===== config.mk =====
export PLATFORM = sky130hd
export DESIGN_NAME = connect4_turn_arbiter
export DESIGN_NICKNAME = d
export VERILOG_FILES = /design/src/rtl/connect4_turn_arbiter.sv
export SDC_FILE = /design/constraint.sdc
export NUM_CORES = 1
export LEC_CHECK = 0
export BUFFER_PORTS_ARGS = -buffer_cell sky130_fd_sc_hd__buf_2
export CORE_ASPECT_RATIO = 1.75
export CORE_MARGIN = 4
export CORE_UTILIZATION = 30
export CTS_CLUSTER_DIAMETER = 80
export DETAILED_ROUTE_END_ITERATION = 12
export PLACE_DENSITY = 0.49
export SETUP_SLACK_MARGIN = 0.2
export SYNTH_ARGS = -nofsm -noshare
export SYNTH_HDL_FRONTEND = slang
export SYNTH_SLANG_ARGS = --single-unit

===== constraint.sdc =====
create_clock -name clk -period 2.41 [get_ports clk]
set_input_delay 0.1205 -clock clk [delete_from_list [all_inputs] [get_ports clk]]
set_output_delay 0.1205 -clock clk [all_outputs]
set_load 0.02 [all_outputs]

===== src/rtl/connect4_turn_arbiter.sv =====
// Turn-order arbiter: accepts a column request only from the player on turn,
// runs one engine op/result exchange, returns the result, and keeps score.
module connect4_turn_arbiter #(
   parameter int TURN_TIMEOUT = 1000,
   parameter int WIN_W        = 8
) (
   input  logic             clk,
   input  logic             rst,
   input  logic             p0_req_valid,
   output logic             p0_req_ready,
   input  logic [2:0]       p0_req_col,
   input  logic             p1_req_valid,
   output logic             p1_req_ready,
   input  logic [2:0]       p1_req_col,
   output logic             p0_rsp_valid,
   input  logic             p0_rsp_ready,
   output logic             p1_rsp_valid,
   input  logic             p1_rsp_ready,
   output logic             rsp_err,
   output logic             rsp_finished,
   output logic             rsp_winner,
   output logic             rsp_tie,
   output logic             eng_op_valid,
   input  logic             eng_op_ready,
   output logic             eng_op_player_id,
   output logic [2:0]       eng_op_col_id,
   output logic             eng_re_ready,
   input  logic             eng_re_valid,
   input  logic             eng_re_err,
   input  logic             eng_re_is_finished,
   input  logic             eng_re_winner,
   input  logic             eng_re_tie,
   output logic             turn,
   output logic [5:0]       move_cnt,
   output logic [WIN_W-1:0] wins0,
   output logic [WIN_W-1:0] wins1,
   output logic             timeout_pulse
);

   localparam int CNT_W = (TURN_TIMEOUT > 1) ? $clog2(TURN_TIMEOUT) : 1;
   localparam logic [CNT_W-1:0] IDLE_LAST = CNT_W'((TURN_TIMEOUT > 0) ? TURN_TIMEOUT - 1 : 0);
   localparam logic TO_EN = (TURN_TIMEOUT > 0);

   typedef enum logic [1:0] {S_IDLE, S_ISSUE, S_WAIT_RE, S_RSP} state_t;

   state_t           r_state, w_state_next;
   logic             r_armed;
   logic             r_turn;
   logic             r_player;
   logic [2:0]       r_col;
   logic [5:0]       r_move_cnt;
   logic [CNT_W-1:0] r_idle_cnt;
   logic             r_timeout_pulse;
   logic             r_rsp_err, r_rsp_finished, r_rsp_winner, r_rsp_tie;

   logic             w_idle;
   logic             w_req_fire;
   logic             w_re_fire;
   logic             w_rsp_fire;
   logic             w_timeout;
   logic             w_game_over;
   logic [1:0]       w_win_inc;

   // r_armed keeps both req_ready low while reset is held and for the first cycle after
   assign w_idle      = (r_state == S_IDLE);
   assign w_req_fire  = w_idle & r_armed & (r_turn ? p1_req_valid : p0_req_valid);
   assign w_re_fire   = (r_state == S_WAIT_RE) & eng_re_valid;
   assign w_rsp_fire  = (r_state == S_RSP) & (r_player ? p1_rsp_ready : p0_rsp_ready);
   assign w_timeout   = TO_EN & w_idle & ~w_req_fire & (r_idle_cnt == IDLE_LAST);
   assign w_game_over = w_rsp_fire & ~r_rsp_err & r_rsp_finished;
   assign w_win_inc   = {w_game_over & ~r_rsp_tie & r_rsp_winner,
                         w_game_over & ~r_rsp_tie & ~r_rsp_winner};

   always_ff @(posedge clk or posedge rst) begin
      if (rst) r_state <= S_IDLE;
      else     r_state <= w_state_next;
   end

   always_comb begin
      w_state_next = r_state;
      p0_req_ready = 1'b0;
      p1_req_ready = 1'b0;
      eng_op_valid = 1'b0;
      eng_re_ready = 1'b0;
      p0_rsp_valid = 1'b0;
      p1_rsp_valid = 1'b0;
      case (r_state)
         S_IDLE: begin
            p0_req_ready = r_armed & ~r_turn;
            p1_req_ready = r_armed & r_turn;
            if (w_req_fire) w_state_next = S_ISSUE;
         end
         S_ISSUE: begin
            eng_op_valid = 1'b1;
            if (eng_op_ready) w_state_next = S_WAIT_RE;
         end
         S_WAIT_RE: begin
            eng_re_ready = 1'b1;
            if (eng_re_valid) w_state_next = S_RSP;
         end
         S_RSP: begin
            p0_rsp_valid = ~r_player;
            p1_rsp_valid = r_player;
            if (w_rsp_fire) w_state_next = S_IDLE;
         end
         default: w_state_next = S_IDLE;
      endcase
   end

   always_ff @(posedge clk or posedge rst) begin
      if (rst) begin
         r_armed         <= 1'b0;
         r_turn          <= 1'b0;
         r_player        <= 1'b0;
         r_col           <= 3'd0;
         r_move_cnt      <= 6'd0;
         r_idle_cnt      <= '0;
         r_timeout_pulse <= 1'b0;
         r_rsp_err       <= 1'b0;
         r_rsp_finished  <= 1'b0;
         r_rsp_winner    <= 1'b0;
         r_rsp_tie       <= 1'b0;
      end else begin
         r_armed         <= 1'b1;
         r_timeout_pulse <= w_timeout;
         if (w_req_fire) begin
            r_player <= r_turn;
            r_col    <= r_turn ? p1_req_col : p0_req_col;
         end
         if (w_re_fire) begin
            r_rsp_err      <= eng_re_err;
            r_rsp_finished <= eng_re_is_finished;
            r_rsp_winner   <= eng_re_winner;
            r_rsp_tie      <= eng_re_tie;
         end
         if (!w_idle || w_req_fire || w_timeout || !TO_EN) r_idle_cnt <= '0;
         else                                             r_idle_cnt <= r_idle_cnt + 1'b1;
         if (w_timeout) r_turn <= ~r_turn;
         // An engine error leaves turn and move count alone so the same player retries
         if (w_rsp_fire && !r_rsp_err) begin
            if (r_rsp_finished) begin
               r_turn     <= 1'b0;
               r_move_cnt <= 6'd0;
            end else begin
               r_turn     <= ~r_turn;
               r_move_cnt <= r_move_cnt + 6'd1;
            end
         end
      end
   end

   genvar gi;
   generate
      for (gi = 0; gi < 2; gi++) begin : g_win
         logic [WIN_W-1:0] r_wins;
         always_ff @(posedge clk or posedge rst) begin
            if (rst)                               r_wins <= '0;
            else if (w_win_inc[gi] && r_wins != '1) r_wins <= r_wins + 1'b1;
         end
      end
   endgenerate

   assign wins0            = g_win[0].r_wins;
   assign wins1            = g_win[1].r_wins;
   assign turn             = r_turn;
   assign move_cnt         = r_move_cnt;
   assign timeout_pulse    = r_timeout_pulse;
   assign eng_op_player_id = r_player;
   assign eng_op_col_id    = r_col;
   assign rsp_err          = r_rsp_err;
   assign rsp_finished     = r_rsp_finished;
   assign rsp_winner       = r_rsp_winner;
   assign rsp_tie          = r_rsp_tie;

endmodule


==> results summary <==
The main combinational cell family by area after synthesis is simple AND/OR/NAND/NOR gates. The core footprint came out at 7510 um2. The top cell type's share of synthesized area is 0.491. The fill cell total of the finished layout came out at 767.

At the end of the flow, the number of nets in the layout was 304. The finished cells cover 2880 um2. The endpoint identified for the worst register-to-register timing path is wins0[7]. The critical path data required time came out at 2.58 ns. The worst setup path is launched from a flop. The startpoint identified for the worst hold timing path is eng_re_err. For this configuration, the core starts out at a cell density of 0.305.

The number of max-cap violations is 0. The multiplexer area fraction after synthesis came out at 0.0965. The largest net degree at the start of global routing came out at 28. Measured on the finished design, the core utilization comes to 0.383. The net switching power of the design came out at 0.00116 W. The combinational power share came out at 0.349. The global-route wire length before repair came out at 8470 um.

The setup total negative slack came out at 0 ns. CTS saw 45 sinks. The number of vias per cell after detailed routing is 4.89. On the critical path the largest part of the delay comes from simple AND/OR/NAND/NOR gates. The final hold slack is 0.0682 ns.

From left edge to right edge, the die measures 74.1 um. The data arrival time of the critical path is 2.27 ns. The leftover overflow at the end of global routing is 0. The detailed router placed 1791 vias in this run.

For hold timing, the worst endpoint is rsp_err. The detailed placement HPWL is 4080 um. The net count of the mapped netlist is 245. After synthesis, the netlist uses 39 different library cells. The number of failing setup endpoints in the final timing report is 0. The DRC violations left is 0. The post-synthesis cell count came out at 218. The number of global-route vias before repair came out at 1711.

The count of endpoints failing hold in the final timing report is 0. The average footprint of a synthesized cell came out at 10.5 um2. The netlist area before placement came out at 2290 um2.

The register bit total from synthesis came out at 45. The critical path goes through ha_1, nand2b_1, or4_4, nor4_2, mux2_1. The die area came out at 9170 um2. The flow ran to the end, and the final reports show no timing, DRC or antenna violations.

Of the available clock period, the critical path in the final layout requires 0.872. In the synthesized netlist the dominant register cell turns out to be dfrtp_1. The warning count from the yosys run is 0. Of the total synthesized cell area, the portion taken by XOR and XNOR cells is 0.0725. After floorplanning, the core was divided into 42 placement rows. The setup slack of the most critical reg-to-reg path came out at 0.31 ns. Of the total power, the share spent switching nets is 0.369. The kind of capture point of the worst setup path is a flop. The share of total power dissipated in the clock network is 0.279. The sequential element share of the synthesized area is 0.491. The average detailed-routed wire length per instance came out at 14.3 um. The worst hold path was traced through 2 stages. The detail route stage leaves a number of antenna-violating nets equal to 0.

The number of antenna violations at the first check in global routing is 0. The count of cells along the worst register-to-register path is 5. The adder-cell share of the synthesized area is 0.0491. Summed over all cells, the static leakage comes to 1.42 nW. The number of enable flip-flop cells after synthesis came out at 0. The cell area after placement is 2670 um2. The count of buffer and inverter cells on the critical path came out at 0. The register share of total power is 0.372.

The type of the most critical hold path is in2reg. On the critical path, the stage with the largest delay is an instance of or4_4. During placement, the flow inserted port buffers numbering 55. The total setup buffers inserted after CTS came out at 0. The source-to-sink clock delay at the later pin of the worst-skew pair came out at 0.29 ns. Of the total synthesized cell area, the portion taken by AND, OR, NAND and NOR gates is 0.228.

By area the synthesized netlist is led by dfrtp_1, mux2_2, xor2_1, ha_1, nand2_1. The antenna diode instance count is 0. The synthesis-to-finish area growth is 25.4%. The die outline height is 124 um. The power per cell area came out at 1090 nW/um2.

The compound-cell area share of the yosys netlist came out at 0.0376. The most used standard cell by instance count after synthesis is dfrtp_1. The level count of the clock H-tree is 2. The CTS clock-pin slew for the worst setup and hold paths came out at 0.06 ns. The largest fanout on the critical path came out at 6. For this design the top-level I/O count stands at 56.

Subtracting the final worst setup slack from the clock period gives 2.10 ns. The maximum root-to-sink buffer count came out at 2. Setup repair after global routing left no endpoint under its margin. The final weighted congestion in routability-driven placement came out at 0.793. TritonCTS built the clock tree.

The internal power of the cells totals 0.00199 W. At the pin with the least slew margin, the transition time is 0.541 ns. For this run, the slowest stage of the critical path takes 0.56 ns. In the final layout, the share of cells above drive strength 1 is 0.313. In this run the clock root is driven by a clkbuf_16. The number of pins exceeding their max-slew limit in the final report came out at 0. The commonest cells after synthesis are dfrtp_1, nand2_1, mux2_2, xor2_1, nor2_1. The post-detailed-routing wire length came out at 5240 um. The detailed router finished its first iteration with 74 violations. Static timing analysis puts the maximum clock frequency at 476 MHz. The maximum VDD drop came out at 0.000360 V. The normalized max-slew margin came out at 0.636. The number of optimization iterations in the first detailed-route pass came out at 4. In this run the critical register-to-register path is launched from r_state[0].

The clock buffer count from CTS came out at 5. The critical path is of the reg2reg type. The biggest area consumer among synthesized cells is dfrtp_1. The total global-route track usage is 0.122. The clock tree skew after final layout came out at 0.00583 ns. The async set or reset register ratio after synthesis is 1.00.
-- cells in the final DEF (no fill, tap or decap), types with 3 or more instances in the layout --
cell type  count
a21oi_1        4
nor3b_1        3
inv_1          7
clkbuf_16      5
nor4_1         6
and3_1         4
xnor2_1        3
xor2_1        16
mux2i_1        3
nor2b_1        3
nand2b_1       5
dfrtp_1       45
buf_2         55
o21ai_0        6
nand2_1       23
nor2_1        15
nand3_1       14
nor3_1         6
mux2_2        16
ha_1           9
-- metrics by stage --
step | worst slack (ns) | cells | power (W)
floorplan | 0.312 | 218 | 0.00190
global placement | 0.279 | 357 | 0.00228
detailed placement | 0.237 | 357 | 0.00231
CTS | 0.228 | 366 | 0.00320
global route | 0.213 | 366 | 0.00337
finish | 0.308 | 366 | 0.00315
-- routing by layer --
layer / track usage / share of wire / vias up / wire length [um]
met3: 0.0339 / 0.057 / 9 / 297
met1: 0.128 / 0.36 / 869 / 1910
met2: 0.223 / 0.56 / 38 / 2910
met4: 0.0522 / 0.023 / 0 / 121
met5: 0 / 0 / - / 0
li1: - / - / 875 / -
-- flip-flops by register name (all words and copies together), names as in the netlist, 2 cells and up --
name,flops
r_idle_cnt,10
wins0,8
wins1,8
move_cnt,6
eng_op_col_id,3
r_state,2
-- power by group through the flow --
stage	Sequential, W	Combinational (W)	Clock (W)
floorplan	0.00131	0.000594	0
global placement	0.00118	0.00110	0
detailed placement	0.00119	0.00112	0
CTS	0.00118	0.00112	0.000903
global route	0.00121	0.00123	0.000931
finish	0.00117	0.00110	0.000879
-- kinds of logic after synthesis --
family                     Yosys count
xor gates and xnor gates            19
buffers and inverters               14
DFF                                 45
AOI/OAI and AO/OA                   15
muxes                               20
adders and majority gates            9
other                                1
and+or+nand+nor                     95
-- worst max path at each step --
stage / slack (ns) / endpoint / start / depth (start not counted)
global placement: 0.28 / wins1[6] / r_state[1] / 5
detailed placement: 0.24 / wins0[7] / r_state[1] / 5
floorplan: 0.31 / wins0[7] / eng_op_player_id / 5
CTS: 0.23 / wins0[7] / r_state[1] / 5
global route: 0.21 / wins0[7] / r_state[0] / 5
finish: 0.31 / wins0[7] / r_state[0] / 5
-- layout make-up --
type                            instances  area [um2]  share of cell area
Clock buffer                            5         125              0.0435
Clock inverter                          3        65.1              0.0226
Inverter                                8        30.0              0.0104
Multi-Input combinational cell        159        1120               0.390
Sequential cell                        45        1130               0.391
Tap cell                               88         110              0.0383
Timing Repair Buffer                   58         300               0.104
-- timing repair --
item,CTS,global route
endpoints found under the hold margin,18,0
resized for setup,0,2
endpoints found under the setup margin,0,6
hold buffers,1,0
No activity file was read; power rests on OpenSTA's default activity.
